==> src/rtl/alexander_pd_voter_pkg.sv <==
// Shared types and helpers for the Alexander phase detector voter.
// Used by alexander_pd_voter and pd_word_counter via import pd_pkg::*.
package pd_pkg;

    typedef enum logic [1:0] {PD_NONE, PD_EARLY, PD_LATE, PD_INVALID} pd_class_e;

    // Classify one A-T-B triplet: A earlier data bit, T edge sample, B later data bit.
    function automatic pd_class_e pd_classify(input logic a, input logic t, input logic b);
        if (a == b) begin
            return (t == a) ? PD_NONE : PD_INVALID;
        end
        return (t == a) ? PD_EARLY : PD_LATE;
    endfunction

    // Signed accumulator width that holds +/- (window * data_w) without overflow.
    function automatic int pd_acc_width(input int window, input int data_w);
        return $clog2(window * data_w + 1) + 1;
    endfunction

endpackage

==> src/rtl/alexander_pd_voter_if.sv <==
// Sampler-side / loop-filter-side signal bundle of the phase detector voter.
interface alexander_pd_voter_if #(
    parameter int DATA_W = 10
);
    logic              valid_in;
    logic [DATA_W-1:0] data_in;
    logic [DATA_W-1:0] edge_in;
    logic              freeze;
    logic              Up;
    logic              Dn;
    logic [15:0]       err_cnt;

    modport master (
        output valid_in, data_in, edge_in, freeze,
        input  Up, Dn, err_cnt
    );

    modport slave (
        input  valid_in, data_in, edge_in, freeze,
        output Up, Dn, err_cnt
    );
endinterface

==> src/rtl/alexander_pd_voter_word_counter.sv <==
// Combinational per-word triplet classification and popcounts.
// Slot 0 is the boundary crossing from the previous word (skipped until
// history is valid); slots 1..DATA_W-1 are the boundaries inside the word.
module pd_word_counter
    import pd_pkg::*;
#(
    parameter int DATA_W = 10,
    parameter int CNT_W  = $clog2(DATA_W + 1)
) (
    input  logic [DATA_W-1:0] data_in,
    input  logic [DATA_W-1:0] edge_in,
    input  logic              hist_data,
    input  logic              hist_edge,
    input  logic              hist_vld,
    output logic [CNT_W-1:0]  late_cnt,
    output logic [CNT_W-1:0]  early_cnt,
    output logic [CNT_W-1:0]  inv_cnt
);

    pd_class_e cls [DATA_W];

    // Classify every bit boundary of the word, including the cross-word one.
    always_comb begin
        cls[0] = hist_vld ? pd_classify(hist_data, hist_edge, data_in[0]) : PD_NONE;
        for (int i = 1; i < DATA_W; i++) begin
            cls[i] = pd_classify(data_in[i-1], edge_in[i-1], data_in[i]);
        end
    end

    // Popcount the late, early and invalid classifications.
    always_comb begin
        late_cnt  = '0;
        early_cnt = '0;
        inv_cnt   = '0;
        for (int i = 0; i < DATA_W; i++) begin
            if (cls[i] == PD_LATE)    late_cnt  = late_cnt  + CNT_W'(1);
            if (cls[i] == PD_EARLY)   early_cnt = early_cnt + CNT_W'(1);
            if (cls[i] == PD_INVALID) inv_cnt   = inv_cnt   + CNT_W'(1);
        end
    end

endmodule

==> src/rtl/alexander_pd_voter.sv <==
// Bang-bang (Alexander) phase detector with windowed majority vote.
// Up = sampling clock late (advance), Dn = sampling clock early (retard).
// Optional macro PD_VOTE_STATS_EN compiles in the saturating invalid-pattern
// counter on err_cnt; without it err_cnt is tied to zero.
module alexander_pd_voter
    import pd_pkg::*;
#(
    parameter int DATA_W = 10,
    parameter int WINDOW = 8,
    parameter int THRESH = 2
) (
    input  logic                 clk,
    input  logic                 rst_n,
    alexander_pd_voter_if.slave  bus
);

    localparam int CNT_W = $clog2(DATA_W + 1);
    localparam int ACC_W = pd_acc_width(WINDOW, DATA_W);
    localparam int WIN_W = (WINDOW > 1) ? $clog2(WINDOW) : 1;
    localparam logic signed [ACC_W-1:0] THR_POS  = ACC_W'(THRESH);
    localparam logic signed [ACC_W-1:0] THR_NEG  = -THR_POS;
    localparam logic        [WIN_W-1:0] WIN_LAST = WIN_W'(WINDOW - 1);

    // Net vote of one word: late minus early, widened to the accumulator.
    function automatic logic signed [ACC_W-1:0] vote_delta(input logic [CNT_W-1:0] late,
                                                           input logic [CNT_W-1:0] early);
        logic signed [ACC_W-1:0] l;
        logic signed [ACC_W-1:0] e;
        l = ACC_W'(late);
        e = ACC_W'(early);
        return l - e;
    endfunction

    logic              wrd_p0;
    logic              vld_p0;
    logic [DATA_W-1:0] data_p0;
    logic [DATA_W-1:0] edge_p0;
    logic              hist_data;
    logic              hist_edge;
    logic              hist_vld;
    logic [CNT_W-1:0]  late_cnt;
    logic [CNT_W-1:0]  early_cnt;
    logic [CNT_W-1:0]  inv_cnt;
    logic              vld_p1;
    logic [CNT_W-1:0]  late_p1;
    logic [CNT_W-1:0]  early_p1;
    logic signed [ACC_W-1:0] acc_p2;
    logic signed [ACC_W-1:0] acc_next;
    logic [WIN_W-1:0]  win_cnt_p2;
    logic              up_p2;
    logic              dn_p2;

    // ---- stage 0: input word capture ----
    // Capture the word payload; qualified downstream by the valid flags.
    always_ff @(posedge clk) begin
        if (bus.valid_in) begin
            data_p0 <= bus.data_in;
            edge_p0 <= bus.edge_in;
        end
    end

    // wrd_p0 marks any word (history/stats); vld_p0 marks a word that may vote.
    always_ff @(posedge clk or negedge rst_n) begin
        if (!rst_n) begin
            wrd_p0 <= 1'b0;
            vld_p0 <= 1'b0;
        end else begin
            wrd_p0 <= bus.valid_in;
            vld_p0 <= bus.valid_in & ~bus.freeze;
        end
    end

    // History validity: set by the first word after reset, never by freeze.
    always_ff @(posedge clk or negedge rst_n) begin
        if (!rst_n) begin
            hist_vld <= 1'b0;
        end else if (wrd_p0) begin
            hist_vld <= 1'b1;
        end
    end

    // Last data/edge bit of the previous word for the cross-word boundary.
    always_ff @(posedge clk) begin
        if (wrd_p0) begin
            hist_data <= data_p0[DATA_W-1];
            hist_edge <= edge_p0[DATA_W-1];
        end
    end

    pd_word_counter #(
        .DATA_W (DATA_W),
        .CNT_W  (CNT_W)
    ) u_word_counter (
        .data_in   (data_p0),
        .edge_in   (edge_p0),
        .hist_data (hist_data),
        .hist_edge (hist_edge),
        .hist_vld  (hist_vld),
        .late_cnt  (late_cnt),
        .early_cnt (early_cnt),
        .inv_cnt   (inv_cnt)
    );

    // ---- stage 1: per-word vote counts ----
    // Register the late/early popcounts of a voting word.
    always_ff @(posedge clk) begin
        if (vld_p0) begin
            late_p1  <= late_cnt;
            early_p1 <= early_cnt;
        end
    end

    // Stage-1 valid; freeze kills the word in flight.
    always_ff @(posedge clk or negedge rst_n) begin
        if (!rst_n) begin
            vld_p1 <= 1'b0;
        end else begin
            vld_p1 <= vld_p0 & ~bus.freeze;
        end
    end

    // ---- stage 2: window accumulation and pulse decision ----
    assign acc_next = acc_p2 + vote_delta(late_p1, early_p1);

    // Accumulate the window; on its last word decide the pulse and restart.
    always_ff @(posedge clk or negedge rst_n) begin
        if (!rst_n) begin
            acc_p2     <= '0;
            win_cnt_p2 <= '0;
            up_p2      <= 1'b0;
            dn_p2      <= 1'b0;
        end else begin
            up_p2 <= 1'b0;
            dn_p2 <= 1'b0;
            if (bus.freeze) begin
                acc_p2     <= '0;
                win_cnt_p2 <= '0;
            end else if (vld_p1) begin
                if (win_cnt_p2 == WIN_LAST) begin
                    acc_p2     <= '0;
                    win_cnt_p2 <= '0;
                    up_p2      <= (acc_next >= THR_POS);
                    dn_p2      <= (acc_next <= THR_NEG);
                end else begin
                    acc_p2     <= acc_next;
                    win_cnt_p2 <= win_cnt_p2 + WIN_W'(1);
                end
            end
        end
    end

    assign bus.Up = up_p2;
    assign bus.Dn = dn_p2;

`ifdef PD_VOTE_STATS_EN
    // Add an invalid count to the error counter, sticking at all-ones.
    function automatic logic [15:0] err_sat_add(input logic [15:0] cnt, input logic [CNT_W-1:0] inc);
        logic [16:0] sum;
        sum = {1'b0, cnt} + 17'(inc);
        return sum[16] ? 16'hFFFF : sum[15:0];
    endfunction

    logic             wrd_p1;
    logic [CNT_W-1:0] inv_p1;
    logic [15:0]      err_cnt_p2;

    // Register the invalid count of every word, frozen or not.
    always_ff @(posedge clk) begin
        if (wrd_p0) begin
            inv_p1 <= inv_cnt;
        end
    end

    // Word flag for the stats path; freeze does not touch it.
    always_ff @(posedge clk or negedge rst_n) begin
        if (!rst_n) begin
            wrd_p1 <= 1'b0;
        end else begin
            wrd_p1 <= wrd_p0;
        end
    end

    // Saturating invalid-pattern counter, cleared only by reset.
    always_ff @(posedge clk or negedge rst_n) begin
        if (!rst_n) begin
            err_cnt_p2 <= '0;
        end else if (wrd_p1) begin
            err_cnt_p2 <= err_sat_add(err_cnt_p2, inv_p1);
        end
    end

    assign bus.err_cnt = err_cnt_p2;
`else
    logic unused_inv;
    assign unused_inv  = ^inv_cnt;
    assign bus.err_cnt = 16'h0000;
`endif

endmodule
==> src/flat_wrapper.sv <==
// flat-port wrapper written by rule: the top's interface ports become plain ports
module alexander_pd_voter_flat import pd_pkg::*;
#(
    parameter int DATA_W = 10,
    parameter int WINDOW = 8,
    parameter int THRESH = 2
)
  (clk, rst_n, bus_valid_in, bus_data_in, bus_edge_in, bus_freeze, bus_Up, bus_Dn, bus_err_cnt);
  alexander_pd_voter_if #(.DATA_W(DATA_W)) bus_i ();
  input  logic clk;
  input  logic rst_n;
  input wire logic [$bits(bus_i.valid_in)-1:0] bus_valid_in;
  input wire logic [$bits(bus_i.data_in)-1:0] bus_data_in;
  input wire logic [$bits(bus_i.edge_in)-1:0] bus_edge_in;
  input wire logic [$bits(bus_i.freeze)-1:0] bus_freeze;
  output wire logic [$bits(bus_i.Up)-1:0] bus_Up;
  output wire logic [$bits(bus_i.Dn)-1:0] bus_Dn;
  output wire logic [$bits(bus_i.err_cnt)-1:0] bus_err_cnt;
  assign bus_i.valid_in = bus_valid_in;
  assign bus_i.data_in = bus_data_in;
  assign bus_i.edge_in = bus_edge_in;
  assign bus_i.freeze = bus_freeze;
  assign bus_Up = bus_i.Up;
  assign bus_Dn = bus_i.Dn;
  assign bus_err_cnt = bus_i.err_cnt;
  alexander_pd_voter #(.DATA_W(DATA_W), .WINDOW(WINDOW), .THRESH(THRESH)) u_core (.clk(clk), .rst_n(rst_n), .bus(bus_i));
endmodule
==> config.mk <==
export PLATFORM = sky130hd
export DESIGN_NAME = alexander_pd_voter_flat
export DESIGN_NICKNAME = d
export VERILOG_FILES = /design/src/rtl/alexander_pd_voter_pkg.sv /design/src/rtl/alexander_pd_voter_if.sv /design/src/rtl/alexander_pd_voter_word_counter.sv /design/src/rtl/alexander_pd_voter.sv /design/src/flat_wrapper.sv
export SDC_FILE = /design/constraint.sdc
export NUM_CORES = 1
export LEC_CHECK = 0
export BUFFER_PORTS_ARGS = -buffer_cell sky130_fd_sc_hd__buf_2
export CAP_MARGIN = 20
export CORE_AREA = 2 2 124 126
export DETAILED_ROUTE_END_ITERATION = 10
export DIE_AREA = 0 0 126 128
export MAX_ROUTING_LAYER = met4
export PLACE_DENSITY = 0.56
export SLEW_MARGIN = 20
export SYNTH_ARGS = -nofsm -noshare
export SYNTH_HDL_FRONTEND = slang
export SYNTH_SLANG_ARGS = --single-unit
==> constraint.sdc <==
create_clock -name clk -period 7.7 [get_ports clk]
set_input_delay 1.925 -clock clk [delete_from_list [all_inputs] [get_ports clk]]
set_output_delay 1.925 -clock clk [all_outputs]
set_load 0.03 [all_outputs]
==> flow_summary.yaml <==
status:
  run_status: "completed"
timing:
  grt_setup_unrepaired: "false"
  clock-skew-final_ns: 0.00309
  max_freq_ghz: 0.172
  layout_worst_path_cycle_share_pct: 75.6
  hold_ws_ns: 0.423
  setup-violations-final: 0
  slew_violations: 0
  transition_time_at_the_pin_with_the_least_slew_margin_ns: 0.695
  max_slew_margin_pct: 53.5
  timing.final.crit_period_ns: 5.82
  tns_ns: 0
  finalHoldViolations: 0
  fin_ws_ns: 1.88
synth:
  ys_ff_latch: 47
  synth_compound_area_share_pct: 16.4
  synth_area_leader_cell: "sky130_fd_sc_hd__edfxtp_1"
  synthCells: 510
  synthesized_area_divided_by_synthesized_cell_count_um2: 9.15
  ys_types: 86
  synth-seq-area-share_pct: 28.4
  post_synth_design_cell_area_um2: 4660
  synth.top_cells.by_area: "sky130_fd_sc_hd__edfxtp_1, sky130_fd_sc_hd__dfrtp_1, sky130_fd_sc_hd__ha_1"
  synthMostInstantiatedCell: "sky130_fd_sc_hd__nor2_1"
  count_of_flip_flops_with_a_built_in_enable_after_synthesis: 30
  synth_mux_area_share_pct: 3.38
  simple_gate_share_of_the_synthesized_area_pct: 23.8
  share_of_the_synthesized_area_in_the_top_cell_type_pct: 19.3
  ys_async_sr_fraction_pct: 36.2
  synth_flop_cell: "sky130_fd_sc_hd__edfxtp_1"
  yosys_warnings: 0
  adder_and_majority_gate_portion_of_the_synthesized_area_pct: 8.64
  combinational_family_with_the_most_area_after_synthesis: "simple AND/OR/NAND/NOR gates"
  synth.top_cells.by_count: "sky130_fd_sc_hd__nor2_1, sky130_fd_sc_hd__nand2_1, sky130_fd_sc_hd__edfxtp_1, sky130_fd_sc_hd__xnor2_1, sky130_fd_sc_hd__ha_1"
  post_synth_xor_area_fraction_pct: 12.3
routing:
  totalWireLength_um: 9180
  drc_errors: 0
  number_of_nets_with_antenna_violations_after_detailed_routing: 0
  drt_pass1_iterations: 4
  drt-wirelength-per-cell_um: 12.9
  drt_iter0_markers: 130
  via_per_inst: 5.01
  vias: 3565
place:
  buffer_ports.inserted: 25
  post-place-ws_ns: 1.90
  place_hpwl_um: 7300
  globalplace.congestion: 0.874
clock_network:
  number_of_hold_buffers_added_after_cts: 0
  tritoncts: "built"
  cts.root.buffer_cell: "sky130_fd_sc_hd__clkbuf_16"
  postCtsResizedCells: 0
  postCtsSetupBuffers: 0
  cts_inserted_buffers: 5
  ctsLongestPathBuffers: 2
  insertion_delay_ns: 0.29
  clk_transition_reported_paths_ns: 0.07
  numClockSinks: 47
  cts_htree_levels: 2
floorplanning:
  boundaryPins: 42
  design.die.area_um2: 16100
  placementRows: 45
  chipHeight_um: 128
  core_area_um2: 14900
  initial_core_util_pct: 31.4
  die_outline_width_um: 126
cells_and_area:
  multi_input_area_um2: 3070
  fillCellCount: 1565
  nNetsFinal: 578
  antenna-diode-count: 0
  syn_to_final_growth_pct: 7.30
  final-seq-area_um2: 1330
  post_route_cells_drive_above_1_share_pct: 13.5
min_path:
  hold_path.startpoint: "u_core.edge_p0[9]$_DFFE_PP_"
  timing.hold.worst.class: "reg2reg"
  whs_endpoint: "u_core.hist_edge$_DFFE_PP_"
  instance_count_along_the_most_critical_hold_path: 0
worst_setup_path:
  criticalPathCategory: "reg2reg"
  reg2reg_slack_ns: 1.88
  critPathMaxFanout: 15
  crit_path_end_kind: "flip-flop"
  startpoint_type: "flip-flop"
  worstRegToRegCells: 25
  worstPathRequired_ns: 7.73
  ff_to_ff_end: "u_core.late_p1[3]$_DFFE_PP_"
  cp.arrival_ns: 5.85
  worst_r2r_startpoint: "u_core.data_p0[1]$_DFFE_PP_"
flow_run:
  max_cap_violations: 0
grt:
  grt_overflow_total: 0
  grt_pass1_wl_um: 16100
  first_global_vias: 3565
  grt_util_all_layers_pct: 12.2
  number_of_antenna_violations_at_the_first_check_in_global_routing: 0
  grt_max_degree: 23
power:
  cellPowerDensity_nw_per_um2: 243
  power_mw: 1.22
  total_leakage_power_nw: 2.09
  peak_supply_drop_uv: 133
-- layer usage --
layer	vias to the layer above	share of wire [%]	wire (µm)	global-route usage (%)
met5	-	0	0	-
met4	0	0.89	82	2.07
met3	8	2.5	232	2.09
met2	47	52	4730	22.0
met1	1694	45	4130	14.5
li1	1816	-	-	-
-- critical path: stages (launching register included) --
cell and delay, ns:
sky130_fd_sc_hd__edfxtp_1 0.60, sky130_fd_sc_hd__or3b_1 0.44, sky130_fd_sc_hd__and2_1 0.19, sky130_fd_sc_hd__inv_1 0.06, sky130_fd_sc_hd__ha_1 0.29, sky130_fd_sc_hd__or3_1 0.41
sky130_fd_sc_hd__and2_1 0.15, sky130_fd_sc_hd__ha_1 0.28, sky130_fd_sc_hd__o21ai_1 0.22, sky130_fd_sc_hd__xor2_1 0.22, sky130_fd_sc_hd__mux2i_1 0.16, sky130_fd_sc_hd__ha_1 0.37
sky130_fd_sc_hd__o21ai_0 0.10, sky130_fd_sc_hd__o21a_1 0.14, sky130_fd_sc_hd__nor2_1 0.12, sky130_fd_sc_hd__xor2_1 0.20, sky130_fd_sc_hd__o21ai_0 0.14, sky130_fd_sc_hd__o311ai_2 0.11
sky130_fd_sc_hd__ha_1 0.23, sky130_fd_sc_hd__nand2_1 0.07, sky130_fd_sc_hd__xnor2_1 0.21, sky130_fd_sc_hd__nand2_1 0.07, sky130_fd_sc_hd__a31oi_1 0.19, sky130_fd_sc_hd__nor4_1 0.09
sky130_fd_sc_hd__o32ai_1 0.41, sky130_fd_sc_hd__xor2_1 0.10
-- power breakdown --
part | leakage, nW | internal (mW) | total (mW) | switching (mW)
logic | 1.49 | 0.289 | 0.654 | 0.366
clock network | 0.0772 | 0.130 | 0.227 | 0.0974
registers | 0.519 | 0.306 | 0.334 | 0.0284
total | 2.09 | 0.724 | 1.22 | 0.492
-- metrics by stage --
stage | std cells | cell area, µm² | util (%)
after detailed placement | 704 | 4850 | 32.6
after global placement | 704 | 4850 | 32.6
final | 712 | 5000 | 33.7
after CTS | 712 | 5000 | 33.7
after floorplan | 525 | 4720 | -
after global routing | 712 | 5000 | 33.7
-- placed cells by master, fill, tap and decap left out, drive strengths merged, types with 6 or more instances in the layout --
cell and instances:
a21oi 18, nor2b 8, conb 16, edfxtp 30
ha 29, mux2i 12, a21o 7, a31oi 6
nand2b 14, inv 27, clkbuf 6, o21a 6
xnor2 35, nor3b 10, and3 8, a22oi 10
and2 6, dfrtp 17, nand2 46, nor3 11
xor2 16, nor2 48, nand3 9, buf 25
or2 8, o21ai 18
-- cell families after synthesis --
logic type / count (synthesis)
and+or+nand+nor: 202
AOI/OAI and AO/OA: 100
buffers and inverters: 60
xor gates and xnor gates: 54
DFF: 47
adders and majority gates: 31
muxes: 15
other: 1
-- area by class of cell --
class,instances,share of cell area [%]
clock inverter,2,0.275
inverter,26,2.00
timing repair buffer,25,2.50
tap,188,4.70
sequential,47,26.5
clock buffer,6,2.77
multi-input combinational,418,61.2
-- how the worst max path moves through the flow --
stage          depth (start not counted)                           to                         from  slack [ns]
2_1_floorplan                         25  u_core.late_p1[3]$_DFFE_PP_  u_core.data_p0[1]$_DFFE_PP_        2.57
3_3_place_gp                          25  u_core.late_p1[3]$_DFFE_PP_  u_core.data_p0[1]$_DFFE_PP_        2.01
3_5_place_dp                          25  u_core.late_p1[3]$_DFFE_PP_  u_core.data_p0[1]$_DFFE_PP_        1.90
5_1_grt                               25  u_core.late_p1[3]$_DFFE_PP_  u_core.data_p0[1]$_DFFE_PP_        1.48
4_1_cts                               25  u_core.late_p1[3]$_DFFE_PP_  u_core.data_p0[1]$_DFFE_PP_        1.89
6_report                              25  u_core.late_p1[3]$_DFFE_PP_  u_core.data_p0[1]$_DFFE_PP_        1.88
-- registers in the layout (all words and copies together) (netlist names) --
name               count
u_core.early_p1        4
u_core.vld_p0          1
u_core.hist_edge       1
u_core.hist_data       1
u_core.vld_p1          1
u_core.wrd_p0          1
u_core.win_cnt_p2      3
u_core.bus.Dn          1
u_core.edge_p0        10
u_core.acc_p2          8
u_core.hist_vld        1
u_core.late_p1         4
u_core.data_p0        10
u_core.bus.Up          1
Power figures use the tool's default switching activity.
